<file path="src/rtl/uart_rx_fifo_if.sv">
//------------------------------------------------------------------------------
// uart_rx_fifo_if
//
// Purpose:
//   Bundles the signals between the UART receiver / host logic and the
//   uart_rx_fifo receive buffer. The signal names match the names used by the
//   surrounding UART receiver design.
//
// Parameters:
//   ADDR_W        log2 of the FIFO depth; sets the width of count.
//
// Signals:
//   P_DATA        [7:0]       received byte from the UART receiver
//   Data_valid                one-cycle strobe qualifying P_DATA and the flags
//   Parity_Error              receiver parity error level
//   Stop_Error                receiver stop-bit error level
//   rd_en                     host pop request
//   ovf_clr                   clears the sticky overflow flag
//   err_clr                   clears the frame-error counter
//   rd_data       [7:0]       head entry byte (zero while empty)
//   rd_err        [1:0]       head entry flags {parity_err, stop_err}
//   empty                     FIFO holds no entries
//   full                      FIFO holds DEPTH entries
//   count         [ADDR_W:0]  current occupancy, 0..DEPTH
//   overflow                  sticky: a write was lost
//   err_cnt       [7:0]       saturating count of frame-error events
//
// Modports:
//   master        receiver / host side (drives the requests)
//   slave         the FIFO itself (drives the status and read data)
//------------------------------------------------------------------------------
interface uart_rx_fifo_if #(
    parameter int ADDR_W = 3
) ();

    logic [7:0]      P_DATA;
    logic            Data_valid;
    logic            Parity_Error;
    logic            Stop_Error;
    logic            rd_en;
    logic            ovf_clr;
    logic            err_clr;

    logic [7:0]      rd_data;
    logic [1:0]      rd_err;
    logic            empty;
    logic            full;
    logic [ADDR_W:0] count;
    logic            overflow;
    logic [7:0]      err_cnt;

    modport master (
        output P_DATA, Data_valid, Parity_Error, Stop_Error,
        output rd_en, ovf_clr, err_clr,
        input  rd_data, rd_err, empty, full, count, overflow, err_cnt
    );

    modport slave (
        input  P_DATA, Data_valid, Parity_Error, Stop_Error,
        input  rd_en, ovf_clr, err_clr,
        output rd_data, rd_err, empty, full, count, overflow, err_cnt
    );

endinterface

</file>
<file path="src/rtl/uart_rx_fifo.sv">
//------------------------------------------------------------------------------
// uart_rx_fifo
//
// Purpose:
//   Receive-side byte buffer sitting directly after the UART receiver. Every
//   Data_valid strobe pushes {Parity_Error, Stop_Error, P_DATA} into a
//   first-word-fall-through FIFO that the host pops at its own pace on the
//   same clock. A sticky overflow flag records lost writes and a saturating
//   counter tallies rising edges of the receiver's error level.
//
// Parameters:
//   DEPTH         number of entries; power of two, at least 2
//   ADDR_W        log2(DEPTH)
//
// Ports:
//   CLK           system clock, rising edge
//   RST           synchronous, active-low reset
//   bus           uart_rx_fifo_if.slave:
//                   in : P_DATA, Data_valid, Parity_Error, Stop_Error,
//                        rd_en, ovf_clr, err_clr
//                   out: rd_data, rd_err, empty, full, count, overflow, err_cnt
//
// Build option:
//   UART_RX_FIFO_DROP_ERR_EN  when defined, a byte that arrives with either
//                             error flag set is discarded instead of stored
//                             (it is still counted by err_cnt and never sets
//                             overflow); rd_err then always reads 2'b00.
//------------------------------------------------------------------------------
module uart_rx_fifo #(
    parameter int DEPTH  = 8,
    parameter int ADDR_W = 3
) (
    input  logic           CLK,
    input  logic           RST,
    uart_rx_fifo_if.slave  bus
);

    localparam int ENTRY_W = 10;

    //--------------------------------------------------------------------------
    // State
    //--------------------------------------------------------------------------
    logic [ENTRY_W-1:0] r_mem [DEPTH];
    logic [ADDR_W:0]    r_wr_ptr;
    logic [ADDR_W:0]    r_rd_ptr;
    logic               r_overflow;
    logic [7:0]         r_err_cnt;
    logic               r_err_lvl_q;

    //--------------------------------------------------------------------------
    // Pointer-derived status
    //--------------------------------------------------------------------------
    logic               w_full;
    logic               w_empty;
    logic [ADDR_W:0]    w_count;

    // The extra pointer MSB tells a full FIFO (one lap ahead) from an empty one.
    assign w_full  = (r_wr_ptr[ADDR_W] != r_rd_ptr[ADDR_W]) &&
                     (r_wr_ptr[ADDR_W-1:0] == r_rd_ptr[ADDR_W-1:0]);
    assign w_empty = (r_wr_ptr == r_rd_ptr);
    // Modulo-2*DEPTH difference is exactly the occupancy 0..DEPTH.
    assign w_count = r_wr_ptr - r_rd_ptr;

    //--------------------------------------------------------------------------
    // Write / read qualification
    //--------------------------------------------------------------------------
    logic               w_err_lvl;
    logic               w_wr_req;
    logic               w_wr_fire;
    logic               w_rd_fire;
    logic               w_ovf_evt;
    logic [ENTRY_W-1:0] w_wr_entry;

    assign w_err_lvl = bus.Parity_Error | bus.Stop_Error;

`ifdef UART_RX_FIFO_DROP_ERR_EN
    // Errored bytes never become a write request, so they can neither occupy a
    // slot nor be reported as lost.
    assign w_wr_req = bus.Data_valid & ~w_err_lvl;
`else
    assign w_wr_req = bus.Data_valid;
`endif

    assign w_wr_entry = {bus.Parity_Error, bus.Stop_Error, bus.P_DATA};

    // A pop on an empty FIFO is simply ignored.
    assign w_rd_fire = bus.rd_en & ~w_empty;
    // When full, a same-cycle pop frees the head slot, so the write still lands.
    // Full implies non-empty, so rd_en alone is a valid pop here.
    assign w_wr_fire = w_wr_req & (~w_full | bus.rd_en);
    assign w_ovf_evt = w_wr_req & w_full & ~bus.rd_en;

    //--------------------------------------------------------------------------
    // Storage
    //--------------------------------------------------------------------------
    // NOTE: the storage array has no reset; only the pointers define which
    // entries are live, so resetting the array would add nothing but logic.
    always_ff @(posedge CLK) begin
        if (RST && w_wr_fire) begin
            r_mem[r_wr_ptr[ADDR_W-1:0]] <= w_wr_entry;
        end
    end

    //--------------------------------------------------------------------------
    // Pointers
    //--------------------------------------------------------------------------
    always_ff @(posedge CLK) begin
        if (!RST) begin
            r_wr_ptr <= '0;
            r_rd_ptr <= '0;
        end else begin
            if (w_wr_fire) begin
                r_wr_ptr <= r_wr_ptr + 1'b1;
            end
            if (w_rd_fire) begin
                r_rd_ptr <= r_rd_ptr + 1'b1;
            end
        end
    end

    //--------------------------------------------------------------------------
    // Sticky overflow: a new lost write outranks a same-cycle clear.
    //--------------------------------------------------------------------------
    always_ff @(posedge CLK) begin
        if (!RST) begin
            r_overflow <= 1'b0;
        end else if (w_ovf_evt) begin
            r_overflow <= 1'b1;
        end else if (bus.ovf_clr) begin
            r_overflow <= 1'b0;
        end
    end

    //--------------------------------------------------------------------------
    // Frame-error counter
    //--------------------------------------------------------------------------
    // Counts rising edges of the combined error level, independent of
    // Data_valid, so a level held across several cycles counts once.
    logic w_err_rise;

    assign w_err_rise = w_err_lvl & ~r_err_lvl_q;

    always_ff @(posedge CLK) begin
        if (!RST) begin
            r_err_lvl_q <= 1'b0;
        end else begin
            r_err_lvl_q <= w_err_lvl;
        end
    end

    always_ff @(posedge CLK) begin
        if (!RST) begin
            r_err_cnt <= 8'h00;
        end else if (bus.err_clr) begin
            // A clear that coincides with a new edge leaves that edge counted.
            r_err_cnt <= w_err_rise ? 8'h01 : 8'h00;
        end else if (w_err_rise && (r_err_cnt != 8'hFF)) begin
            r_err_cnt <= r_err_cnt + 8'h01;
        end
    end

    //--------------------------------------------------------------------------
    // Outputs
    //--------------------------------------------------------------------------
    logic [ENTRY_W-1:0] w_head;

    // Fall-through head, blanked while empty so stale storage never leaks out.
    assign w_head = w_empty ? '0 : r_mem[r_rd_ptr[ADDR_W-1:0]];

    assign bus.rd_data  = w_head[7:0];
`ifdef UART_RX_FIFO_DROP_ERR_EN
    assign bus.rd_err   = 2'b00;
`else
    assign bus.rd_err   = w_head[9:8];
`endif
    assign bus.empty    = w_empty;
    assign bus.full     = w_full;
    assign bus.count    = w_count;
    assign bus.overflow = r_overflow;
    assign bus.err_cnt  = r_err_cnt;

endmodule
</file>
<file path="src/flat_wrapper.sv">
// flat-port wrapper written by rule: the top's interface ports become plain ports
module uart_rx_fifo_flat 
#(
    parameter int DEPTH  = 8,
    parameter int ADDR_W = 3
)
  (CLK, RST, bus_P_DATA, bus_Data_valid, bus_Parity_Error, bus_Stop_Error, bus_rd_en, bus_ovf_clr, bus_err_clr, bus_rd_data, bus_rd_err, bus_empty, bus_full, bus_count, bus_overflow, bus_err_cnt);
  uart_rx_fifo_if #(.ADDR_W(ADDR_W)) bus_i ();
  input  logic CLK;
  input  logic RST;
  input wire logic [$bits(bus_i.P_DATA)-1:0] bus_P_DATA;
  input wire logic [$bits(bus_i.Data_valid)-1:0] bus_Data_valid;
  input wire logic [$bits(bus_i.Parity_Error)-1:0] bus_Parity_Error;
  input wire logic [$bits(bus_i.Stop_Error)-1:0] bus_Stop_Error;
  input wire logic [$bits(bus_i.rd_en)-1:0] bus_rd_en;
  input wire logic [$bits(bus_i.ovf_clr)-1:0] bus_ovf_clr;
  input wire logic [$bits(bus_i.err_clr)-1:0] bus_err_clr;
  output wire logic [$bits(bus_i.rd_data)-1:0] bus_rd_data;
  output wire logic [$bits(bus_i.rd_err)-1:0] bus_rd_err;
  output wire logic [$bits(bus_i.empty)-1:0] bus_empty;
  output wire logic [$bits(bus_i.full)-1:0] bus_full;
  output wire logic [$bits(bus_i.count)-1:0] bus_count;
  output wire logic [$bits(bus_i.overflow)-1:0] bus_overflow;
  output wire logic [$bits(bus_i.err_cnt)-1:0] bus_err_cnt;
  assign bus_i.P_DATA = bus_P_DATA;
  assign bus_i.Data_valid = bus_Data_valid;
  assign bus_i.Parity_Error = bus_Parity_Error;
  assign bus_i.Stop_Error = bus_Stop_Error;
  assign bus_i.rd_en = bus_rd_en;
  assign bus_i.ovf_clr = bus_ovf_clr;
  assign bus_i.err_clr = bus_err_clr;
  assign bus_rd_data = bus_i.rd_data;
  assign bus_rd_err = bus_i.rd_err;
  assign bus_empty = bus_i.empty;
  assign bus_full = bus_i.full;
  assign bus_count = bus_i.count;
  assign bus_overflow = bus_i.overflow;
  assign bus_err_cnt = bus_i.err_cnt;
  uart_rx_fifo #(.DEPTH(DEPTH), .ADDR_W(ADDR_W)) u_core (.CLK(CLK), .RST(RST), .bus(bus_i));
endmodule
</file>
<file path="config.mk">
export PLATFORM = sky130hd
export DESIGN_NAME = uart_rx_fifo_flat
export DESIGN_NICKNAME = d
export VERILOG_FILES = /design/src/rtl/uart_rx_fifo_if.sv /design/src/rtl/uart_rx_fifo.sv /design/src/flat_wrapper.sv
export SDC_FILE = /design/constraint.sdc
export NUM_CORES = 1
export LEC_CHECK = 0
export CAP_MARGIN = 20
export CORE_MARGIN = 2
export CORE_UTILIZATION = 25
export DETAILED_ROUTE_END_ITERATION = 8
export SETUP_SLACK_MARGIN = 0.5
export SLEW_MARGIN = 20
export SYNTH_ARGS = -nofsm -noshare
export SYNTH_HDL_FRONTEND = slang
export SYNTH_SLANG_ARGS = --single-unit
export TNS_END_PERCENT = 5
</file>
<file path="constraint.sdc">
create_clock -name CLK -period 3.65 [get_ports CLK]
set_input_delay 0.73 -clock CLK [delete_from_list [all_inputs] [get_ports CLK]]
set_output_delay 0.73 -clock CLK [all_outputs]
set_load 0.02 [all_outputs]
</file>
# Word level (Yosys, flattened, before mapping)

Memory sizes are Yosys's and may differ from the RTL's. A register that Yosys moved wholly into a read port is not among the register bits.
Cells that the tools add are included.

Register bits: 18
Latch bits: 0
Memory bits (writable): 80
Bits in read-only memories: 0
Input bits: 16
Output and inout bits: 25
Logic and storage cells: 40
Memories kept: 1

Memory list:

| memory       | words | width | rd ports | clocked after Yosys merged registers in | write ports | RTL line           | RTL |
|---|---|---|---|---|---|---|---|
| u_core.r_mem | 8     | 10    | 1        | 1                                       | 1           | uart_rx_fifo.sv:43 | `logic [ENTRY_W-1:0] r_mem [DEPTH];` |

Add/sub/neg operators: 4
Multiply operators: 0
Divide/modulo/power cells: 0
$lt $le $gt $ge: 0
Equality and inequality tests: 4
Shift operators: 0
Mux-type cells: 10
Bitwise gates (word level): 11
Reduce and logical (&&, ||, !) cells: 5

Operators by type and width:

| operator                                      | number |
|---|---|
| two-way mux 8 bit                             | 2 |
| two-way mux 10 bit                            | 1 |
| adder 4 x 1 -> 4 bit (second input constant)  | 2 |
| adder 8 x 1 -> 8 bit (second input constant)  | 1 |
| inequality test 8 bit (second input constant) | 1 |
| two-way mux 3 bit                             | 2 |
| AND 1 bit                                     | 5 |
| two-way mux 1 bit                             | 5 |
| equality test 4 bit                           | 1 |
| NOT 1 bit                                     | 4 |
| nonzero test 2 bit                            | 2 |
| subtractor 4 bit                              | 1 |
| equality test 3 bit                           | 1 |
| logical AND 1 bit                             | 3 |
| OR 1 bit                                      | 2 |
| inequality test 1 bit                         | 1 |

# Longest topological paths before layout

Word-level depth: 8
Gate-level depth with buffers: 8
Depth with buffers taken out: 6

# Worst setup path before layout

Ideal clock, no wire load.

Path kind: register to register
From: register u_core.r_wr_ptr[0]
To: memory u_core.r_mem[4][0] (enable)
Library setup time: 0.404 ns
Data arrival time: 2.255 ns
Data required time: 3.246 ns
Path slack: 0.991 ns
Stages on the path, launching flop included: 8
Buffers on the path: 2
Clock period less this slack: 2.659 ns
Path through: dfxtp_1 -> buf_2 -> inv_1 -> ha_1 -> nand3_1 -> o31ai_2 -> buf_6 -> nor4_1

Word-level cells in the longest chain between the ends: 8

Ends and longest elaborated chain:

| item                                    | RTL line            | RTL |
|---|---|---|
| start, declared                         | uart_rx_fifo.sv:44  | `logic [ADDR_W:0] r_wr_ptr;` |
| start signal, assigned                  | uart_rx_fifo.sv:113 | `r_wr_ptr <= r_wr_ptr + 1'b1;` |
| equality test 3 bit                     | uart_rx_fifo.sv:59  | `(r_wr_ptr[ADDR_W-1:0] == r_rd_ptr[ADDR_W-1:0]);` |
| logical AND 1 bit                       | uart_rx_fifo.sv:58  | `assign w_full = (r_wr_ptr[ADDR_W] != r_rd_ptr[ADDR_W]) &&` |
| NOT 1 bit                               | uart_rx_fifo.sv:90  | `assign w_wr_fire = w_wr_req & (~w_full \| bus.rd_en);` |
| OR 1 bit                                | uart_rx_fifo.sv:90  |  |
| AND 1 bit                               | uart_rx_fifo.sv:90  |  |
| logical AND 1 bit                       | uart_rx_fifo.sv:99  | `if (RST && w_wr_fire) begin` |
| two-way mux 1 bit                       | uart_rx_fifo.sv:99  |  |
| two-way mux 1 bit (not written as such) | uart_rx_fifo.sv:100 | `r_mem[r_wr_ptr[ADDR_W-1:0]] <= w_wr_entry;` |
| end, declared                           | uart_rx_fifo.sv:43  |  |

Several ways; a longest one is shown, not always the timed one.

# Final worst setup path

From: register u_core.r_rd_ptr[1]
To: output port bus_rd_data[2]

Word-level cells in the longest chain between the ends: 2

Ends and longest elaborated chain:

| item                   | RTL line            | RTL |
|---|---|---|
| start, declared        | uart_rx_fifo.sv:45  | `logic [ADDR_W:0] r_rd_ptr;` |
| start signal, assigned | uart_rx_fifo.sv:116 | `r_rd_ptr <= r_rd_ptr + 1'b1;` |
| equality test 4 bit    | uart_rx_fifo.sv:60  | `assign w_empty = (r_wr_ptr == r_rd_ptr);` |
| two-way mux 10 bit     | uart_rx_fifo.sv:168 | `assign w_head = w_empty ? '0 : r_mem[r_rd_ptr[ADDR_W-1:0]];` |
| end, declared          | flat_wrapper.sv:18  | `output wire logic [$bits(bus_i.rd_data)-1:0] bus_rd_data;` |

Every way passes these cells.

==> results by stage <==
Run status:
- The run finished with clean final reports.

CTS:
- CTS saw 101 sinks.
- The post-CTS clock slew at the launch and capture registers of the worst setup and hold paths is 0.07 ns.
- The insertion delay of the later-clocked pin in the worst-skew pair is 0.34 ns.
- TritonCTS built the clock tree.
- The number of buffers added by the clock tree synthesis step is 9.
- The maximum clock insertion buffer count is 2.
- In this run the number of H-tree levels came out at 3.
- The total of hold buffers inserted after clock tree synthesis is 0.
- The cell sitting at the root of the clock tree is a sky130_fd_sc_hd__clkbuf_16.

Worst setup path:
- Counting cells, the worst reg-to-reg path comes to 7.
- The capturing element type of the critical path is an output port.
- Data on the critical path is required at its endpoint by 2.92 ns.
- The critical path class is flip-flop to output port.
- The delay of the slowest critical-path stage is 0.54 ns.
- The critical path goes through inv_1 > ha_1 > nand3_1 > nor2_2 > buf_4 > nor2_2 > buf_4 > a22o_1 > clkdlybuf4s50_1.
- Among cell families on the critical path, the largest total delay comes from buffers and inverters.
- The endpoint of the worst-slack reg-to-reg timing path is u_core.r_mem[2][8]$_DFFE_PP_.
- The endpoint arrival time on the critical path is 2.60 ns.
- The highest-delay cell along the critical path is sky130_fd_sc_hd__clkdlybuf4s50_1.
- The buffers plus inverters on the worst setup path is 4.
- The depth of the critical timing path with buffers and inverters included is 9.
- The setup slack on the worst flop-to-flop path is 1.21 ns.
- The beginning of the worst register-to-register path is u_core.r_rd_ptr[1]$_SDFFE_PN0P_.
- Of all nets on the critical path, the largest fanout is 10.
- STA classifies the critical path startpoint as a flip-flop.

Synthesis:
- When the netlist entered floorplanning its net count stood at 278.
- Yosys printed 0 warnings.
- For this run, asynchronously set or reset flops after synthesis account for 0.
- The average instance area after synthesis is 16.2 um^2.
- The number of register bits inferred by synthesis is 101.
- The part of the Yosys area used for sequential elements is 0.683.
- In the synthesized netlist, the number of instances is 255.
- In this run, synthesis inferred 80 flip-flops with an integrated enable.
- The number of distinct library cells after synthesis is 41.
- The dominant register cell in the synthesized netlist is sky130_fd_sc_hd__edfxtp_1.
- The area of the mapped netlist is 0.00413 mm^2.

Power:
- The ratio of total power to cell area is 548 mW/mm^2.
- Of the total power, the share spent switching nets is 0.261.
- The analysis attributes to net switching a power of 0.000739 W.
- The share of total power dissipated in combinational logic is 0.211.
- Of the total power, registers draw 0.452.
- Of the total power, the clock network draws 0.337.
- IR analysis of the VDD net gives a maximum drop of 0.000246 V.
- The leakage power is 1.65 nW.
- The internal cell power is 0.00209 W.

Placed design:
- Summed over all nets, the half-perimeter wirelength after detailed placement is 5380 um.
- The placer's final routability congestion estimate is 0.812.
- In this run the cell area measured after placement is 0.00486 mm^2.
- The number of I/O port buffers is 40.
- In this run, placement finished with an instance count of 514.

Global route:
- The global-route usage over all layers is 0.0991.
- After global routing the overflow that remains totals 0.
- The initial antenna violation count is 0.
- The number of global-route vias before repair is 2,416.
- Entering global routing, the biggest net connects 21 pins.
- The first global-routing pass estimated 13,300 um of wire.

Finish:
- The layout cell share with drive strength beyond 1 is 0.188.
- After the flow finishes, the layout carries non-filler instances totaling 530.
- From synthesis to final layout, the design area changed by 25.2%.
- Leaving out fill and tap cells, the most frequent cells in the layout are sky130_fd_sc_hd__edfxtp_1 (80), sky130_fd_sc_hd__clkdlybuf4s50_1 (37), sky130_fd_sc_hd__mux4_2 (20), sky130_fd_sc_hd__dfxtp_1 (20), sky130_fd_sc_hd__buf_4 (13).
- The library cell used most frequently in the layout, excluding fill and tap cells, is sky130_fd_sc_hd__edfxtp_1.
- After the last flow step, the layout net total stands at 332.
- The final cell area excluding filler cells is 0.00517 mm^2.
- The repair_antennas step left the layout with diodes totalling 0.

Routing:
- The final layout contains routed wiring with a total length of 8350 um.
- Dividing the detail-routed via count by the number of cells gives 4.42.
- For this run, design rule violations remaining after detail routing come to 0.
- The routed layout has 2,340 vias.
- The detailed router finished its first iteration with 194 violations.
- The number of routed nets with antenna violations is 0.
- The detail-routed net length per standard cell is 15.8 um.
- The number of search-and-repair iterations in the first detailed-routing pass is 4.

STA:
- Setup repair after global routing could not meet its margin everywhere.
- The largest clock skew in the final design is 0.00501 ns.
- Static timing analysis puts the maximum clock frequency at 0.300 GHz.
- The number of endpoints with negative hold slack in the final report was 0.
- Of the available clock period, the critical path in the final layout requires 0.912.
- The slew at the pin closest to its max-slew limit is 0.699 ns.
- In the final timing run, aggregate negative setup slack is 0 ns.
- Headroom to the max-slew limit came out at 0.533.
- The number of max-slew violations in the final report is 0.
- Setup violations remaining at the end of the flow were counted as 0.
- The worst path needs 3.33 ns of the cycle, external delays included.

Die:
- In this run the vertical extent of the chip is 133 um.
- The floorplan step defined a core boundary enclosing 0.0160 mm^2.
- The floorplan step defined a die boundary enclosing 0.0176 mm^2.
- 41 I/O pins were placed.
- The number of placement rows is 46.
- The initial cell density of the core is 0.258.
- Measured along the x axis, the die boundary spans 133 um.

Run:
- Max-cap violations in this run came to 0.

Worst hold path:
- In this run the most critical hold path is launched from u_core.bus.err_cnt[1]$_SDFFE_PN0P_.
- The worst hold-check path type is flip-flop to flip-flop.
- The end of the worst hold path is u_core.bus.err_cnt[1]$_SDFFE_PN0P_.
- The worst hold path passes through 2 cells.
## logic make-up (layout without fill, tap and decap cells)
logic type	after synthesis	in the layout	synth area share
simple gates	60	60	0.0718
fa+ha+maj	7	7	0.0230
buf+inv	20	79	0.0212
flops	101	101	0.683
mux	23	23	0.116
compound gates	37	37	0.0678
xor+xnor	7	7	0.0167
## area by class of cell
class,instances,area (um^2)
clock buffer,9,225
clock inverter,7,73.8
fill,1604,10800
inverter,10,37.5
multi-input combinational,134,1240
sequential,101,2820
tap,216,270
timing repair buffer,53,498
## worst max path at each step
stage                                         start                           end  slack [ns]
finish              u_core.r_rd_ptr[1]$_SDFFE_PN0P_                bus_rd_data[2]        0.32
global route        u_core.r_rd_ptr[1]$_SDFFE_PN0P_                bus_rd_data[2]        0.20
CTS                 u_core.r_rd_ptr[1]$_SDFFE_PN0P_                bus_rd_data[2]        0.31
detailed placement  u_core.r_wr_ptr[0]$_SDFFE_PN0P_                 bus_rd_err[0]        0.12
global placement    u_core.r_wr_ptr[0]$_SDFFE_PN0P_                 bus_rd_err[0]        0.21
floorplan           u_core.r_wr_ptr[0]$_SDFFE_PN0P_  u_core.r_mem[4][0]$_DFFE_PP_        0.99
## repair_timing
action | CTS | global route
resized for setup | 6 | 1
buffers inserted | 0 | 0
endpoints found under the setup margin | 10 | 10
## worst reg2reg max path, stage by stage, from the launching register on
cell and delay, ns:
sky130_fd_sc_hd__dfxtp_1 0.44, sky130_fd_sc_hd__inv_1 0.07, sky130_fd_sc_hd__ha_1 0.32, sky130_fd_sc_hd__nand3_1 0.14, sky130_fd_sc_hd__buf_4 0.16, sky130_fd_sc_hd__o31ai_2 0.06
sky130_fd_sc_hd__or2_1 0.31, sky130_fd_sc_hd__nor2_2 0.57
## sequential cells by signal, indices dropped and copies added, names as in the netlist, named ones only
register and cells:
u_core.r_err_lvl_q 1, u_core.r_mem 80, u_core.bus.overflow 1, u_core.r_rd_ptr 4
u_core.bus.err_cnt 8, u_core.r_wr_ptr 4
## power by group through the flow
stage          clock network (W)  logic, W  registers, W
6_report                0.000954  0.000597       0.00128
5_1_grt                  0.00103  0.000641       0.00128
4_1_cts                 0.000979  0.000608       0.00128
3_5_place_dp                   0  0.000606       0.00131
3_3_place_gp                   0  0.000600       0.00131
2_1_floorplan                  0  0.000352       0.00131
## cells in the mapped netlist, types with 5 or more instances
library cell,instances,area [um^2]
sky130_fd_sc_hd__a22o_1,10,87.6
sky130_fd_sc_hd__clkbuf_1,5,18.8
sky130_fd_sc_hd__dfxtp_1,21,420
sky130_fd_sc_hd__edfxtp_1,80,2400
sky130_fd_sc_hd__ha_1,6,75.1
sky130_fd_sc_hd__inv_1,10,37.5
sky130_fd_sc_hd__mux4_2,20,450
sky130_fd_sc_hd__nand2_1,12,45.0
sky130_fd_sc_hd__nand3_1,10,50.1
sky130_fd_sc_hd__nor2_1,11,41.3
sky130_fd_sc_hd__nor2b_1,5,31.3
sky130_fd_sc_hd__nor3_1,7,35.0
sky130_fd_sc_hd__o211ai_1,5,37.5
sky130_fd_sc_hd__o21ai_0,5,25.0
sky130_fd_sc_hd__xnor2_1,5,43.8
## routing by layer
layer	vias up	routed length (um)	track usage
met5	-	0	0
met4	0	109	0.0323
met3	10	387	0.0261
met2	49	4020	0.161
met1	1172	3840	0.129
li1	1109	-	-
## metrics by stage
stage	power [W]	utilization	setup slack, ns	hold slack [ns]
global placement	0.00191	0.303	0.207	0.538
floorplan	0.00166	-	0.991	0.513
CTS	0.00287	0.323	0.309	0.562
global route	0.00295	0.323	0.202	0.590
finish	0.00283	0.323	0.320	0.555
detailed placement	0.00191	0.303	0.122	0.548
(Power assumes the default switching activity.)
